### src/rtl/vga_capture_decim_pkg.sv
// Shared VGA 640x480 timing, x5 decimation geometry and capture state encoding.
package vga_capture_decim_pkg;
  localparam int H_ACTIVE       = 640;
  localparam int V_ACTIVE       = 480;
  localparam int DECIM          = 5;
  localparam int OUT_W          = H_ACTIVE / DECIM;   // 128
  localparam int OUT_H          = V_ACTIVE / DECIM;   // 96
  localparam int FRAME_WRITES   = OUT_W * OUT_H;
  localparam int ADDR_W         = 14;

  localparam int H_SYNC_W       = 96;
  localparam int H_BACK_PORCH   = 48;
  localparam int H_FRONT_PORCH  = 16;
  localparam int V_SYNC_W       = 2;
  localparam int V_BACK_PORCH   = 33;
  localparam int V_FRONT_PORCH  = 10;

  localparam int H_ACT_START_DEF = H_SYNC_W + H_BACK_PORCH;
  localparam int V_ACT_START_DEF = V_SYNC_W + V_BACK_PORCH;
  localparam int H_TOTAL_DEF     = H_ACT_START_DEF + H_ACTIVE + H_FRONT_PORCH;
  localparam int V_TOTAL_DEF     = V_ACT_START_DEF + V_ACTIVE + V_FRONT_PORCH;

  typedef enum logic [1:0] {ST_UNLOCKED, ST_LOCKED, ST_CAPTURE, ST_DONE} cap_state_e;

  function automatic logic [2:0] sub_inc(input logic [2:0] s);
    return (s == 3'(DECIM - 1)) ? 3'd0 : s + 3'd1;
  endfunction
endpackage

### src/rtl/vga_capture_decim_if.sv
// Video-in / frame-buffer-write bundle; slave is the capture block.
interface vga_capture_decim_if;
  import vga_capture_decim_pkg::*;
  logic              pix_en;
  logic              hsync;
  logic              vsync;
  logic [2:0]        rgb_in;
  logic              wr_en;
  logic [ADDR_W-1:0] wr_addr;
  logic [2:0]        wr_data;
  logic              frame_done;
  logic              sync_err;

  modport master (output pix_en, hsync, vsync, rgb_in,
                  input  wr_en, wr_addr, wr_data, frame_done, sync_err);
  modport slave  (input  pix_en, hsync, vsync, rgb_in,
                  output wr_en, wr_addr, wr_data, frame_done, sync_err);
endinterface

### src/rtl/vga_capture_decim_sync_edge_det.sv
// Falling-edge pulse for one sync line, qualified by pix_en against the last sampled level.
module sync_edge_det (
  input  logic clk,
  input  logic reset,
  input  logic en,
  input  logic sync,
  output logic fall
);
  logic hist;

  always_ff @(posedge clk) begin
    if (!reset)  hist <= 1'b1;
    else if (en) hist <= sync;
  end

  assign fall = en & hist & ~sync;
endmodule

### src/rtl/vga_capture_decim.sv
// Captures a 640x480 VGA stream and writes the top-left pixel of each 5x5 block (128x96).
module vga_capture_decim
  import vga_capture_decim_pkg::*;
#(
  parameter int H_ACT_START = H_ACT_START_DEF,
  parameter int V_ACT_START = V_ACT_START_DEF,
  parameter int H_TOTAL     = H_TOTAL_DEF,
  parameter int V_TOTAL     = V_TOTAL_DEF
) (
  input logic               clk,
  input logic               reset,
  vga_capture_decim_if.slave bus
);
  localparam int H_ACT_END = H_ACT_START + H_ACTIVE;
  localparam int V_ACT_END = V_ACT_START + V_ACTIVE;
  localparam logic [ADDR_W-1:0] LAST_ADDR = ADDR_W'(FRAME_WRITES - 1);

  cap_state_e        state, state_nxt;
  logic [9:0]        h_cnt, v_cnt, h_nxt, v_nxt;
  logic [2:0]        h_sub, v_sub;
  logic [1:0]        sync_s, fall;
  logic              h_fall, v_fall, active, keep, line_end, last_wr;
  logic              wr_en_r, sync_err_r;
  logic [ADDR_W-1:0] wr_addr_r;
  logic [2:0]        wr_data_r;

  assign sync_s = {bus.vsync, bus.hsync};
  for (genvar i = 0; i < 2; i++) begin : g_edge
    sync_edge_det u_det (.clk(clk), .reset(reset), .en(bus.pix_en), .sync(sync_s[i]), .fall(fall[i]));
  end
  assign h_fall = fall[0];
  assign v_fall = fall[1];

  // Counters after this sample: the sample on the hsync edge is pixel 0.
  always_comb begin
    h_nxt = h_cnt;
    v_nxt = v_cnt;
    if (h_fall)                          h_nxt = '0;
    else if (h_cnt != 10'(H_TOTAL - 1))  h_nxt = h_cnt + 10'd1;
    if (v_fall)      v_nxt = '0;
    else if (h_fall) v_nxt = v_cnt + 10'd1;
  end

  assign active   = bus.pix_en && (h_nxt >= 10'(H_ACT_START)) && (h_nxt < 10'(H_ACT_END))
                                && (v_nxt >= 10'(V_ACT_START)) && (v_nxt < 10'(V_ACT_END));
  assign line_end = active && (h_nxt == 10'(H_ACT_END - 1));
  assign keep     = active && !v_fall && (state == ST_CAPTURE) && (h_sub == '0) && (v_sub == '0);
  assign last_wr  = wr_en_r && (wr_addr_r == LAST_ADDR);

  always_ff @(posedge clk) begin
    if (!reset) state <= ST_UNLOCKED;
    else        state <= state_nxt;
  end

  // Any vsync edge re-arms the frame; a short/long frame is only flagged once locked.
  always_comb begin
    state_nxt = state;
    if (v_fall) state_nxt = ST_LOCKED;
    else begin
      case (state)
        ST_UNLOCKED: state_nxt = ST_UNLOCKED;
        ST_LOCKED:   if (bus.pix_en && v_cnt == 10'(V_ACT_START)) state_nxt = ST_CAPTURE;
        ST_CAPTURE:  if (last_wr) state_nxt = ST_DONE;
        ST_DONE:     state_nxt = ST_LOCKED;
        default:     state_nxt = ST_UNLOCKED;
      endcase
    end
  end

  always_ff @(posedge clk) begin
    if (!reset) begin
      h_cnt      <= '0;
      v_cnt      <= '0;
      h_sub      <= '0;
      v_sub      <= '0;
      wr_en_r    <= 1'b0;
      wr_addr_r  <= '0;
      wr_data_r  <= '0;
      sync_err_r <= 1'b0;
    end else begin
      wr_en_r <= keep;
      if (bus.pix_en) begin
        h_cnt     <= h_nxt;
        v_cnt     <= v_nxt;
        wr_data_r <= bus.rgb_in;
        if (h_fall || v_fall) h_sub <= '0;
        else if (active)      h_sub <= sub_inc(h_sub);
        if (v_fall)           v_sub <= '0;
        else if (line_end)    v_sub <= sub_inc(v_sub);
      end
      if (v_fall && state != ST_UNLOCKED && v_cnt != 10'(V_TOTAL - 1)) sync_err_r <= 1'b1;
      if (v_fall)       wr_addr_r <= '0;
      else if (wr_en_r) wr_addr_r <= (wr_addr_r == LAST_ADDR) ? '0 : wr_addr_r + 1'b1;
    end
  end

  assign bus.wr_en      = wr_en_r;
  assign bus.wr_addr    = wr_addr_r;
  assign bus.wr_data    = wr_data_r;
  assign bus.frame_done = (state == ST_DONE);
  assign bus.sync_err   = sync_err_r;
endmodule

### src/flat_wrapper.sv
// flat-port wrapper written by rule: the top's interface ports become plain ports
module vga_capture_decim_flat import vga_capture_decim_pkg::*;
#(
  parameter int H_ACT_START = H_ACT_START_DEF,
  parameter int V_ACT_START = V_ACT_START_DEF,
  parameter int H_TOTAL     = H_TOTAL_DEF,
  parameter int V_TOTAL     = V_TOTAL_DEF
)
  (clk, reset, bus_pix_en, bus_hsync, bus_vsync, bus_rgb_in, bus_wr_en, bus_wr_addr, bus_wr_data, bus_frame_done, bus_sync_err);
  vga_capture_decim_if bus_i ();
  input logic clk;
  input logic reset;
  input wire logic [$bits(bus_i.pix_en)-1:0] bus_pix_en;
  input wire logic [$bits(bus_i.hsync)-1:0] bus_hsync;
  input wire logic [$bits(bus_i.vsync)-1:0] bus_vsync;
  input wire logic [$bits(bus_i.rgb_in)-1:0] bus_rgb_in;
  output wire logic [$bits(bus_i.wr_en)-1:0] bus_wr_en;
  output wire logic [$bits(bus_i.wr_addr)-1:0] bus_wr_addr;
  output wire logic [$bits(bus_i.wr_data)-1:0] bus_wr_data;
  output wire logic [$bits(bus_i.frame_done)-1:0] bus_frame_done;
  output wire logic [$bits(bus_i.sync_err)-1:0] bus_sync_err;
  assign bus_i.pix_en = bus_pix_en;
  assign bus_i.hsync = bus_hsync;
  assign bus_i.vsync = bus_vsync;
  assign bus_i.rgb_in = bus_rgb_in;
  assign bus_wr_en = bus_i.wr_en;
  assign bus_wr_addr = bus_i.wr_addr;
  assign bus_wr_data = bus_i.wr_data;
  assign bus_frame_done = bus_i.frame_done;
  assign bus_sync_err = bus_i.sync_err;
  vga_capture_decim #(.H_ACT_START(H_ACT_START), .V_ACT_START(V_ACT_START), .H_TOTAL(H_TOTAL), .V_TOTAL(V_TOTAL)) u_core (.clk(clk), .reset(reset), .bus(bus_i));
endmodule
### config.mk
export PLATFORM = sky130hd
export DESIGN_NAME = vga_capture_decim_flat
export DESIGN_NICKNAME = d
export VERILOG_FILES = /design/src/rtl/vga_capture_decim_pkg.sv /design/src/rtl/vga_capture_decim_if.sv /design/src/rtl/vga_capture_decim_sync_edge_det.sv /design/src/rtl/vga_capture_decim.sv /design/src/flat_wrapper.sv
export SDC_FILE = /design/constraint.sdc
export NUM_CORES = 1
export LEC_CHECK = 0
export ABC_AREA = 0
export BUFFER_PORTS_ARGS = -buffer_cell sky130_fd_sc_hd__clkbuf_2
export CORE_MARGIN = 3
export CORE_UTILIZATION = 59
export CTS_CLUSTER_SIZE = 10
export DETAILED_ROUTE_END_ITERATION = 6
export PLACE_DENSITY = 0.82
export SKIP_CTS_REPAIR_TIMING = 1
export SLEW_MARGIN = 20
export SYNTH_ARGS = -nofsm -noshare
export SYNTH_HDL_FRONTEND = slang
export SYNTH_SLANG_ARGS = --single-unit
### constraint.sdc
create_clock -name clk -period 3 [get_ports clk]
set_input_delay 0.45 -clock clk [delete_from_list [all_inputs] [get_ports clk]]
set_output_delay 0.45 -clock clk [all_outputs]
set_load 0.05 [all_outputs]
# Word level (Yosys, flattened, before mapping)
# Cells that the tools add are included.
[op_classes]
bitwise_logic = 7
mux = 15
reduce_logical = 26
n_eq_ne = 14
n_addsub = 5
magnitude_cmp = 4
[op_table]
columns = ["cell", "count"]
rows = [
  ["$mux 10", 4],
  ["$add 10x1->10 const B", 2],
  ["$lt 10x10->1 const B", 2],
  ["$ne 10x10->1 const B", 2],
  ["$mux 3", 6],
  ["$add 14x1->14 const B", 1],
  ["$eq 14x14->1 const B", 1],
  ["$mux 14", 1],
  ["$logic_and 1x1->1", 13],
  ["$eq 10x10->1 const B", 1],
  ["$eq 10x6->1 const B", 1],
  ["$ge 10x6->1 const B", 1],
  ["$ge 10x8->1 const B", 1],
  ["$pmux 2 s4", 1],
  ["$reduce_and 2->1", 4],
  ["$add 3x1->3 const B", 2],
  ["$eq 3x3->1 const B", 2],
  ["$logic_not 3->1", 2],
  ["$ne 3x1->1 const B", 2],
  ["$reduce_bool 2->1", 3],
  ["$and 1x1->1", 4],
  ["$eq 2x2->1 const B", 2],
  ["$mux 2", 2],
  ["$ne 2x1->1 const B", 2],
  ["7 further kinds", 9],
]
[word_totals]
ff_bits = 49
word_cells = 83
input_bits = 8
out_inout_bits = 20

# Longest topological paths before layout
# Gate-level depths: netlist (run 1).
[logic_depth]
ltp_word = 12
mapped_depth = 8
mapped_depth_nobuf = 8

# Hierarchy
# From an unflattened synthesis (run 1), not the netlist that was laid out.
[hier_totals]
cells_unflattened = 355
hier_area_um2 = 2912.8
[modules_own_cells]
columns = ["module", "cells_per_inst", "area_per_inst_um2", "n_inst", "seq_area_each_um2"]
rows = [
  ["vga_capture_decim", 347, 2825.2, 1, 940.9],
  ["sync_edge_det", 4, 43.8, 2, 20.0],
]

# Worst setup path after synthesis (run 1)
# OpenSTA, ideal clock, no wires.
[synth_path]
path_kind = "register -> register"
from = "register u_core.v_cnt[1]"
to = "register u_core.v_sub[0]"
required_ps = 2928
path_buffers = 0
setup_ps = 72
arrival_ps = 2479
stages_incl_launch_ff = 9
period_less_slack_ps = 2550
path_slack_ps = 450
path_cell_list = "dfxtp_1 ha_1 nand4b_2 nor3_2 nand3_1 a31o_1 or4_4 a2111oi_4 mux2i_1"
[synth_via]
elab_chain_cells = 9
word_cells_on_any_way = 10
cone_classes = "add/sub: 1; order compare: 2; mux: 2; reduce/logical: 5"
[synth_rtl]
columns = ["item", "line_no", "source"]
rows = [
  ["start, declared", "vga_capture_decim.sv:19", "logic [9:0] h_cnt, v_cnt, h_nxt, v_nxt;"],
  ["start signal, assigned", "vga_capture_decim.sv:84", "v_cnt <= v_nxt;"],
  ["$add 10x1->10", "vga_capture_decim.sv:41", "else if (h_fall) v_nxt = v_cnt + 10'd1;"],
  ["$mux 10 *", "vga_capture_decim.sv:41", ""],
  ["$mux 10 *", "vga_capture_decim.sv:40", "if (v_fall) v_nxt = '0;"],
  ["$ge 10x6->1", "vga_capture_decim.sv:45", "&& (v_nxt >= 10'(V_ACT_START)) && (v_nxt < 10'(V_ACT_END));"],
  ["$logic_and 1x1->1", "vga_capture_decim.sv:45", ""],
  ["$logic_and 1x1->1 *", "vga_capture_decim.sv:45", ""],
  ["$logic_and 1x1->1 *", "vga_capture_decim.sv:46", "assign line_end = active && (h_nxt == 10'(H_ACT_END - 1));"],
  ["$reduce_bool 2->1 (no line) *", "--", ""],
  ["$reduce_and 2->1 (no line) *", "--", ""],
  ["end signal, assigned", "vga_capture_decim.sv:89", "else if (line_end) v_sub <= sub_inc(v_sub);"],
  ["end, declared", "vga_capture_decim.sv:20", "logic [2:0] h_sub, v_sub;"],
]
# Mark *: on every way between the ends. The rest lies on a longest branch, timed or not.
# A chain may end at the register's enable or synchronous reset.

# Worst setup path in the final report (run 1)
# Same ends and word-level chain as after synthesis.

==> run_results.csv, run 1 <==
group,metric,value,unit
layout,antenna_cells,0,
cts,clock_sinks,49,
sta,rsz0062_at_grt,"no",
worst_setup_path,crit_type,"reg -> reg",
grt,grt_max_degree,18,
layout,register_area,981,sq um
routing,dr.pass1.iters,5,
sta,fin_crit,2840,ps
yosys,synth.net_count,349,
floorplanning,dieArea,5570,sq um
power,powerDensity,442,nW/um^2
grt,grt_pass1_vias,2147,
yosys,synth_edf_count,0,
yosys,ys.flop_type,"dfxtp_1",
place,pre_cts_slack,223,ps
sta,tightest_slew,523,ps
floorplanning,dieHeight,74.6,microns
layout,area_growth,9.45,%
routing,num_vias,2420,
floorplanning,die-width,74.6,microns
yosys,synthArstFlopShare,0,%
run,max_cap_viol_count,0,
floorplanning,rows,24,
worst_setup_path,rr_endpoint,"u_core.v_sub[0]",
cts,root_buffer,"clkbuf_8",
routing,drtIter0Drc,155,
routing,route.detailed.drc,0,
worst_setup_path,crit_path_end_kind,"flip-flop",
power,combPwrFrac,9.1,%
yosys,ys_types,62,
yosys,netlist_instances,329,
yosys,syn_avg_cell_area,8.45,sq um
cts,cts_tree,"yes",
sta,finalCritPeriodShare,94.7,%
layout,fillers,352,
layout,mostFrequentLayoutCells,"49 x dfxtp_1, 47 x nor2_1, 36 x nand2_1",
layout,final_common_cell,"dfxtp_1",
status,outcome,"finished, final reports clean",
worst_setup_path,crit_path_end,"u_core.v_sub[0]",
sta,fin_setup_tns,0,ps
worst_setup_path,critPathLaunchType,"flip-flop",
power,seq_power_share,50.2,%
layout,multi_input_area,1650,sq um
cts,cts_max_path_buffers,2,
sta,setup_violations,0,
place,portBuffers,27,
grt,grt_usage,22.1,%
grt,grt_pass1_wl,9.66,mm
sta,finalWorstSetupSlack,160,ps
grt,antenna_found_initial,0,
floorplanning,ios,28,
sta,fin_skew,8.03,ps
grt,grt_overflow,0,
power,p_sw_share,22.9,%
cts,clk_pin_slew_worst_paths,90,ps
yosys,syn-cell-area,2780,sq um
sta,relSlewSlack,64.9,%
routing,wirelength,5.69,mm
worst_setup_path,worstPathArrival,3070,ps
routing,vias_per_cell,5.98,
layout,fin_area,3040,sq um
power,switchingPower,0.307,mW
layout,drive_above_1_share,13.3,%
worst_setup_path,startpoint,"u_core.v_cnt[1]",
worst_setup_path,rrSetupSlack,160,ps
worst_setup_path,worstPathMaxFanout,8,
cts,cts_buffers,5,
sta,whs,369,ps
yosys,yosysWarnings,0,
cts,clkLatencyLatePin,300,ps
power,p_total,1.34,mW
power,clock_power_share,40.7,%
worst_setup_path,r2r_cells,8,
place,detailed_place_hpwl,4.23,mm
routing,ant_nets,0,
routing,avgRoutedWirePerCell,14.0,microns
power,worst_ir_drop_vdd,390,uV
worst_setup_path,cp.required,3230,ps
power,cellLeakagePower,1.19,nW
place,gp_congestion,0.918,
worst_setup_path,r2r_start,"u_core.v_cnt[1]",
power,p_int,1.04,mW
sta,finalHoldViolCount,0,
worst_hold_path,min_path_type,"in -> reg",
sta,fmax,352,MHz
cts,cts_max_level,2,
place,postPlaceCellArea,2910,sq um
yosys,ys_ff_latch,49,
sta,slew_viol_final,0,
yosys,yosysSeqAreaShare,35.3,%
floorplanning,core,4440,sq um
layout,num-nets-final,372,
floorplanning,initial_utilization,62.6,%
==> critical path, cell delays in order, from the launching register on <==
cell       delay (ps)
dfxtp_1           500
ha_1              270
nand4b_2          210
nor3_2            260
nand3_1           110
a31o_1            280
or4_4             560
a2111oi_4         380
mux2i_1           210
==> logic make-up (layout without fill, tap and decap cells) <==
family                   count (synthesis)  count (layout)  synth area share, %
AND/OR/NAND/NOR                        150             150                 27.8
AO/OA/AOI/OAI                           55              55                 14.7
flip-flops                              49              49                 35.3
buffers and inverters                   28              52                 5.27
XOR/XNOR                                22              22                 6.93
multiplexers                            13              13                 4.68
adder cells (fa/ha/maj)                 12              12                 5.40
==> per-stage QoR <==
stage	cells	util [%]
after global placement	397	65.5
after detailed placement	397	65.5
after global routing	405	68.5
final	405	68.5
after floorplan	329	-
after CTS	405	68.5
==> metal layers <==
layer  global-route usage [%]  part of all wire [%]  vias to the layer above
met5                        0                     0                        -
met4                     8.70                   1.5                        0
met3                     5.07                   5.5                        9
met2                     34.0                    45                       70
met1                     30.1                    48                     1122
li1                         -                     -                     1219
==> sequential cells by signal, indices dropped and copies added (netlist names) <==
register	count
u_core.h_cnt	10
u_core.bus.sync_err	1
u_core.v_sub	3
u_core.state	2
u_core.g_edge.u_det.hist	2
u_core.v_cnt	10
u_core.h_sub	3
u_core.bus.wr_addr	14
u_core.bus.wr_data	3
u_core.bus.wr_en	1
==> cell usage after synthesis (8+ instances only) <==
cell | n | area share (%)
inv_1 | 12 | 1.6
nand2_1 | 36 | 4.9
nand4_1 | 11 | 2.5
nor2_1 | 47 | 6.3
a21oi_1 | 10 | 1.8
dfxtp_1 | 49 | 35
ha_1 | 12 | 5.4
xor2_1 | 12 | 3.8
xnor2_1 | 10 | 3.2
o21ai_0 | 8 | 1.4
nand3_1 | 10 | 1.8
nor3_1 | 8 | 1.4
mux2i_1 | 13 | 4.7
==> layout make-up <==
type	count	share of cell area (%)
multi-input cells	252	54.3
flip-flops and latches	49	32.2
repair buffers	30	5.18
clock buffers	5	2.26
clock inverters	3	2.14
well taps	52	2.14
inverters	14	1.73
==> power by group through the flow <==
stage / clock, mW / combinational [mW] / sequential [mW]
2_1_floorplan: 0 / 0.0816 / 0.699
3_3_place_gp: 0 / 0.120 / 0.689
3_5_place_dp: 0 / 0.122 / 0.690
4_1_cts: 0.561 / 0.123 / 0.674
5_1_grt: 0.589 / 0.135 / 0.677
6_report: 0.548 / 0.122 / 0.674
==> how the worst min path moves through the flow <==
stage                           startpoint                          end  slack, ps  cells past startpoint
3_5_place_dp   u_core.g_edge[1].u_det.hist  u_core.g_edge[1].u_det.hist        460                      2
6_report                             reset  u_core.g_edge[0].u_det.hist        370                      2
5_1_grt                              reset  u_core.g_edge[0].u_det.hist        380                      2
4_1_cts                              reset  u_core.g_edge[0].u_det.hist        360                      2
3_3_place_gp           u_core.bus.sync_err          u_core.bus.sync_err        450                      2
2_1_floorplan  u_core.g_edge[1].u_det.hist  u_core.g_edge[1].u_det.hist        440                      2
Note: power is estimated with default switching activity, not from simulation.
==> run 2, diff against run 1 <==
--- a/config.mk
+++ b/config.mk
@@ -7,7 +7,8 @@
 export LEC_CHECK = 0
 export ABC_AREA = 0
 export BUFFER_PORTS_ARGS = -buffer_cell sky130_fd_sc_hd__clkbuf_2
-export CORE_MARGIN = 3
+export CORE_ASPECT_RATIO = 2
+export CORE_MARGIN = 10
 export CORE_UTILIZATION = 59
 export CTS_CLUSTER_SIZE = 10
 export DETAILED_ROUTE_END_ITERATION = 6
==> run_results.csv, run 2 (same netlist as run 1, synthesis figures left out) <==
group,metric,value,unit
power,clock_power_share,38.2,%
routing,num_vias,2465,
worst_hold_path,min_path_type,"in -> reg",
grt,grt_overflow,0,
grt,grt_pass1_wl,10.8,mm
worst_setup_path,crit_slowest_cell,"or4_4",
worst_setup_path,path_delay_family,"simple AND/OR/NAND/NOR gates",
sta,fin_crit,2810,ps
grt,grt_usage,17.0,%
sta,tightest_slew,534,ps
sta,rsz0062_at_grt,"no",
cts,cts_max_path_buffers,2,
cts,root_buffer,"clkbuf_8",
sta,fin_skew,8.81,ps
layout,drive_above_1_share,13.8,%
worst_setup_path,critPathLaunchType,"flip-flop",
routing,dr.pass1.iters,4,
layout,fin_area,3050,sq um
worst_setup_path,path_buf_inv,0,
worst_setup_path,crit_type,"reg -> reg",
floorplanning,initial_utilization,60.5,%
routing,wirelength,6.37,mm
cts,cts_max_level,2,
floorplanning,die-width,68.5,microns
worst_setup_path,cpPeakStageDelay,560,ps
routing,ant_nets,0,
power,combPwrFrac,9.9,%
layout,largest_reg_flops,14,
power,worst_ir_drop_vdd,442,uV
layout,final_common_cell,"dfxtp_1",
sta,setup_violations,0,
routing,drtIter0Drc,68,
power,p_sw_share,24.5,%
cts,clock_sinks,49,
sta,fin_setup_tns,0,ps
routing,avgRoutedWirePerCell,15.5,microns
grt,grt_max_degree,18,
sta,slew_viol_final,0,
floorplanning,core,4600,sq um
layout,antenna_cells,0,
sta,finalHoldViolCount,0,
layout,area_growth,9.63,%
power,p_int,0.980,mW
worst_setup_path,cp.required,3240,ps
floorplanning,ios,28,
worst_setup_path,crit_cells,8,
layout,mostFrequentLayoutCells,"49 x dfxtp_1, 47 x nor2_1, 36 x nand2_1",
power,switchingPower,0.319,mW
worst_setup_path,crit_path_end_kind,"flip-flop",
grt,grt_pass1_vias,2509,
place,postPlaceCellArea,2930,sq um
cts,clkLatencyLatePin,310,ps
layout,num-nets-final,374,
power,powerDensity,426,nW/um^2
worst_setup_path,worstPathArrival,3050,ps
place,portBuffers,27,
routing,vias_per_cell,6.01,
place,gp_congestion,0.909,
worst_hold_path,hold_depth,3,
floorplanning,dieHeight,117,microns
worst_setup_path,worstPathMaxFanout,8,
sta,fmax,356,MHz
power,seq_power_share,52.0,%
worst_setup_path,r2r_cells,8,
sta,relSlewSlack,64.2,%
status,outcome,"finished, final reports clean",
run,max_cap_viol_count,0,
place,detailed_place_hpwl,4.88,mm
cts,cts_buffers,5,
routing,route.detailed.drc,0,
floorplanning,dieArea,8020,sq um
cts,cts_tree,"yes",
floorplanning,rows,35,
layout,fillers,402,
sta,finalCritPeriodShare,93.6,%
cts,clk_pin_slew_worst_paths,90,ps
grt,antenna_found_initial,0,
power,cellLeakagePower,1.19,nW
worst_setup_path,crit_chain,"ha_1, nand4b_2, nor3_2, nand3_1, a31o_1, or4_4, a2111oi_4, mux2i_1",
run 2: cell count changes in the layout (fill, tap and decap cells not counted), sizes merged:
cell	previous run	this run
buf	3	5
bufinv	2	1
clkbuf	32	33
clkinv	2	1
clkinvlp	0	1
run 2: stage by stage:
step	total power, mW	hold WS [ps]	instances	utilization (%)	setup slack (ps)
after floorplan	0.781	440	329	-	450
after detailed placement	0.819	460	402	63.7	229
after global placement	0.815	453	402	63.7	329
after global routing	1.35	393	410	66.3	13.7
final	1.30	378	410	66.3	192
after CTS	1.31	377	410	66.3	210
run 2: layer usage:
layer  vias to the layer above  share of wire, %  track usage [%]  wire [microns]
met4                         0               3.8             9.85             245
met1                      1162                37             15.3            2330
met5                         -                 0                0               0
met2                        55                55             32.8            3530
met3                        21               4.0             2.86             256
li1                       1227                 -                -               -
run 2: cell type report:
type                    count  area (sq um)  area share, %
flip-flops and latches     49           981           32.2
multi-input cells         252          1650           54.2
inverters                  14          52.6           1.72
well taps                  55          68.8           2.26
repair buffers             32           173           5.67
clock inverters             2          37.5           1.23
clock buffers               6          82.6           2.71
run 2: worst min-delay path: cells and delay by family:
family,cells,cell delay [ps]
buf+inv,1,70
mux,1,50
simple gates,1,70
run 2: path summary, 6_finish.rpt:
check	start	end	slack (ps)
worst max register to register	u_core.v_cnt[1]	u_core.v_sub[0]	190
worst max-delay path	u_core.v_cnt[1]	u_core.v_sub[0]	190
worst min-delay path	bus_rgb_in[1]	u_core.bus.wr_data[1]	380
worst min register to register	u_core.bus.sync_err	u_core.bus.sync_err	480
run 2: power groups by stage:
stage / logic, mW / clock network [mW] / registers [mW]
after floorplan: 0.0816 / 0 / 0.699
after global placement: 0.126 / 0 / 0.689
after detailed placement: 0.129 / 0 / 0.690
after CTS: 0.130 / 0.502 / 0.675
after global routing: 0.143 / 0.526 / 0.676
final: 0.128 / 0.495 / 0.675
